<file path="config.mk">
export PLATFORM = sky130hd
export DESIGN_NAME = lc3b_mem_arbiter
export DESIGN_NICKNAME = d
export VERILOG_FILES = /design/src/rtl/lc3b_mem_arbiter_pkg.sv /design/src/rtl/lc3b_mem_arbiter_control.sv /design/src/rtl/lc3b_mem_arbiter.sv
export SDC_FILE = /design/constraint.sdc
export NUM_CORES = 1
export LEC_CHECK = 0
export CAP_MARGIN = 25
export CORE_AREA = 2 2 54 56
export CTS_CLUSTER_SIZE = 30
export DETAILED_ROUTE_END_ITERATION = 10
export DIE_AREA = 0 0 56 58
export DONT_BUFFER_PORTS = 1
export GPL_ROUTABILITY_DRIVEN = 0
export HOLD_SLACK_MARGIN = 0.02
export PLACE_DENSITY = 0.5
export SLEW_MARGIN = 10
export SYNTH_ARGS = -nofsm -noshare
export SYNTH_HDL_FRONTEND = slang
export SYNTH_SLANG_ARGS = --single-unit
</file>
<file path="constraint.sdc">
create_clock -name clk -period 1.5 [get_ports clk]
set_input_delay 0 -clock clk [delete_from_list [all_inputs] [get_ports clk]]
set_output_delay 0 -clock clk [all_outputs]
set_load 0.01 [all_outputs]
</file>
<file path="src/rtl/lc3b_mem_arbiter_pkg.sv">
// rtl/lc3b_mem_arbiter_pkg.sv - shared LC-3b word, byte-mask and arbiter state types
package lc3b_mem_arbiter_pkg;

  typedef logic [15:0] lc3b_word;
  typedef logic [1:0]  lc3b_mem_wmask;

  typedef enum logic [1:0] {
    arb_idle,
    arb_grant_i,
    arb_grant_d
  } lc3b_arb_state;

endpackage

</file>
<file path="src/rtl/lc3b_mem_arbiter_control.sv">
// rtl/lc3b_mem_arbiter_control.sv - grant FSM and last-grant register for the memory arbiter
module lc3b_arb_control
  import lc3b_mem_arbiter_pkg::*;
#(
  parameter bit FIXED_PRIORITY = 1'b0
) (
  input  logic          clk,
  input  logic          rst,
  input  logic          i_fetch_req,
  input  logic          i_data_req,
  input  logic          i_mem_resp,
  output lc3b_arb_state o_state
);

  lc3b_arb_state r_state;
  logic          r_last_grant;

  assign o_state = r_state;

  // Every completion returns to idle, giving the one-cycle bubble before the next grant.
  always_ff @(posedge clk) begin
    if (rst) begin
      r_state      <= arb_idle;
      r_last_grant <= 1'b1;
    end else begin
      case (r_state)
        arb_idle: begin
          if (i_fetch_req && i_data_req) begin
            if (FIXED_PRIORITY || !r_last_grant) r_state <= arb_grant_d;
            else                                 r_state <= arb_grant_i;
          end else if (i_fetch_req) begin
            r_state <= arb_grant_i;
          end else if (i_data_req) begin
            r_state <= arb_grant_d;
          end
        end
        arb_grant_i: begin
          if (i_mem_resp) begin
            r_state      <= arb_idle;
            r_last_grant <= 1'b0;
          end
        end
        arb_grant_d: begin
          if (i_mem_resp) begin
            r_state      <= arb_idle;
            r_last_grant <= 1'b1;
          end
        end
        default: r_state <= arb_idle;
      endcase
    end
  end

endmodule

</file>
<file path="src/rtl/lc3b_mem_arbiter.sv">
// rtl/lc3b_mem_arbiter.sv - shares the LC-3b memory port between fetch and data paths
module lc3b_mem_arbiter
  import lc3b_mem_arbiter_pkg::*;
#(
  parameter bit FIXED_PRIORITY = 1'b0
) (
  input  logic          clk,
  input  logic          rst,
  input  logic          i_read,
  input  lc3b_word      i_address,
  output lc3b_word      i_rdata,
  output logic          i_resp,
  input  logic          d_read,
  input  logic          d_write,
  input  lc3b_mem_wmask d_wmask,
  input  lc3b_word      d_address,
  input  lc3b_word      d_wdata,
  output lc3b_word      d_rdata,
  output logic          d_resp,
  output logic          mem_read,
  output logic          mem_write,
  output lc3b_mem_wmask mem_wmask,
  output lc3b_word      mem_address,
  output lc3b_word      mem_wdata,
  input  lc3b_word      mem_rdata,
  input  logic          mem_resp
);

  lc3b_arb_state w_state;
  logic          w_gnt_i;
  logic          w_gnt_d;

  lc3b_arb_control #(
    .FIXED_PRIORITY(FIXED_PRIORITY)
  ) u_control (
    .clk        (clk),
    .rst        (rst),
    .i_fetch_req(i_read),
    .i_data_req (d_read | d_write),
    .i_mem_resp (mem_resp),
    .o_state    (w_state)
  );

  // Reset forces every command and response low in its own cycle, dropping any in-flight resp.
  assign w_gnt_i = (w_state == arb_grant_i) && !rst;
  assign w_gnt_d = (w_state == arb_grant_d) && !rst;

  // A simultaneous read and write from the data path is treated as a write.
  assign mem_read    = w_gnt_i | (w_gnt_d & d_read & ~d_write);
  assign mem_write   = w_gnt_d & d_write;
  assign mem_wmask   = w_gnt_d ? d_wmask : '0;
  assign mem_wdata   = w_gnt_d ? d_wdata : '0;
  assign mem_address = w_gnt_i ? i_address : (w_gnt_d ? d_address : '0);

  assign i_resp  = w_gnt_i & mem_resp;
  assign d_resp  = w_gnt_d & mem_resp;
  assign i_rdata = i_resp ? mem_rdata : '0;
  assign d_rdata = d_resp ? mem_rdata : '0;

endmodule

</file>
==> results.sh <==
export IMPL_dr_pass1_iters=4
export IMPL_post_route_util=0.4356
export IMPL_synth_area_um2=790.8
export IMPL_crit_fanout=8
export IMPL_ioPinCount=142
export IMPL_die_w_um=56
export IMPL_worstSkewPairLatency_ns=0.23
export IMPL_report_final_slew_viol_count=0
export IMPL_start_kind="register"
export IMPL_worst_setup_path_end_kind="primary output"
export IMPL_drtAntennaViolNets=0
export IMPL_rows=19
export IMPL_grt_start_max_net_pins=38
export IMPL_cts_tree="done"
export IMPL_grt_use_met1=0.1775
export IMPL_wire_per_inst_um=24.24
export IMPL_setup_viol=0
export IMPL_fillCellCount=262
export IMPL_gr_max_usage_layer="met2"
export IMPL_layout_drive_gt1_share=0.4144
export IMPL_synth_flop_cell="dfxtp_1"
export IMPL_path_class="register to primary output"
export IMPL_rsz0062_at_grt="yes"
export IMPL_ys_top_cells_by_area="and3_1 (25%), a22o_1 (18%), and2_1 (17%), dfxtp_1 (7.6%), ha_1 (4.7%)"
export IMPL_synth_nets=184
export IMPL_fmax_mhz=682.6
export IMPL_cts_sinks=3
export IMPL_remaining_drc_errors=0
export IMPL_nNetsFinal=187
export IMPL_yosys_top_cells_count="and3_1 (32), and2_1 (21), a22o_1 (16)"
export IMPL_met3_usage=0.02009
export IMPL_fin_crit_sh=0.9766
export IMPL_fin_ws_ns=0.03507
export IMPL_clockRootBuffer="clkbuf_4"
export IMPL_finalCriticalPeriod_ns=1.465
export IMPL_grt_overflow=0
export IMPL_outcome="complete, no violations"
export IMPL_die_area_um2=3248
export IMPL_die_y_um=58
export IMPL_antenna_found_initial=0
export IMPL_port_buffers=0
export IMPL_async_flop_share=0
export IMPL_synth_edff_count=0
export IMPL_synth_top_cell_area_share=0.2532
export IMPL_crit_required_ns=1.50
export IMPL_cp_arrival_ns=1.46
export IMPL_synth_top_area_cell="and3_1"
export IMPL_fin_area_um2=1160
export IMPL_maxCapViolCount=0
export IMPL_hpwl_mm=2.132
export IMPL_postSynthCellCount=109
export IMPL_gr_usage_all_layers=0.1422
export IMPL_grt_pass1_wl_mm=3.684
export IMPL_syn_to_final_growth_pct=46.68
export IMPL_ys_seq_area_frac=0.07595
export IMPL_p_per_area_nw_per_um2=479.5
export IMPL_via_count=913
export IMPL_worst_pin_slew_ns=0.3568
export IMPL_initial_core_util=0.2970
export IMPL_pre_cts_slack_ns=0.1408
export IMPL_clkTransAtPathRegs_ns=0.04
export IMPL_min_path_type="input pin to register"
export IMPL_wl_mm=3.442
export IMPL_synth_warnings=0
export IMPL_placed_area_um2=774.5
export IMPL_synth_distinct_cells=24
export IMPL_relSlewSlack=0.7588
export IMPL_syn_avg_cell_area_um2=7.255
export IMPL_peakVddDrop_mv=0.4252
export IMPL_viasPerCell=6.430
export IMPL_coreArea_um2=2663
export IMPL_final_setup_skew_ns=0.0008795
export IMPL_antenna_diode_count=0
export IMPL_synth_most_common_cell="and3_1"
export IMPL_hold_violations=0
export IMPL_power_uw=556.2
export IMPL_synth_seq_cells=3
export IMPL_grt_util_met2=0.2521
export IMPL_cts_buffer_depth=2
export IMPL_htree_levels=1
export IMPL_leakagePower_uw=0.0005597
export IMPL_grt_pass1_vias=728
export IMPL_numCtsBuffers=3
export IMPL_drtIter0Drc=62
## worst max-delay path, cell delays in order (launching register included)
cell and delay, ns:
dfxtp_4 0.35, inv_4 0.06, ha_4 0.12, nor2b_4 0.16
nor2b_4 0.21, buf_12 0.15, a22o_1 0.18
## layout make-up
cell class,instances,area [µm²],area share
well taps,31,38.79,0.03344
clock buffers,4,26.28,0.02265
repair buffers,12,173.9,0.1499
multi-input cells,89,842.1,0.7260
flip-flops and latches,3,65.06,0.05610
inverters,3,13.76,0.01187
## state kept, by name (all words and copies together) (netlist names)
register,count
u_control.r_last_grant,1
u_control.o_state,2
## metal layers
| metal | up-vias | part of all wire |
|---|---|---|
| met5 | - | 0 |
| met1 | 455 | 0.36 |
| li1 | 404 | - |
| met3 | 0 | 0.073 |
| met2 | 54 | 0.57 |
| met4 | 0 | 0 |
## cell families (layout without fill, tap and decap cells)
logic type,Yosys count,in the layout,share of synthesized area
simple gates,63,63,0.5079
compound gates,23,23,0.2373
buf+inv,17,19,0.1313
fa+ha+maj,3,3,0.04747
flops,3,3,0.07595
## placed cells by master, fill, tap and decap left out, types with 2 or more instances in the layout
master         Yosys  layout
nor2b_4            1       3
a21oi_1            2       2
and3_4             0      11
and2_1            21      21
inv_1              3       2
buf_12             0       3
a22o_1            16       2
clkbuf_4           0       3
a22o_4             0      14
dlygate4sd3_1      0       3
ha_4               0       2
clkbuf_16          0       2
buf_4              3       3
nand2_1            2       2
o21ai_0            2       2
and3_1            32      21
## report_power, final
group	switching, µW	internal, µW
sequential	11.0	89.7
combinational	152	164
clock	40.3	99.6
total	203	353
## stage by stage
stage / cells / hold slack (ns) / TNS, ns
3_5_place_dp: 129 / 0.07421 / 0
2_1_floorplan: 109 / 0.06907 / 0
4_1_cts: 137 / 0.05862 / 0
6_report: 142 / 0.06443 / 0
3_3_place_gp: 129 / 0.07440 / 0
5_1_grt: 142 / 0.07021 / -0.2267
## worst paths after layout
check,from,end,slack (ns),cells past startpoint
max,u_control.o_state[0],mem_address[5],0.04,6
min,d_write,u_control.o_state[0],0.06,3
min reg2reg,u_control.o_state[1],u_control.o_state[1],0.53,2
max reg2reg,u_control.o_state[1],u_control.o_state[1],0.13,5
## what timing repair did
item,CTS,global route
gates resized for setup,4,32
hold buffers,3,0
gates cloned,0,3
buffers inserted,1,2
pin swaps,0,3
endpoints found under the setup margin,18,61
hold endpoints to repair,3,0
Power figures use the tool's default switching activity.
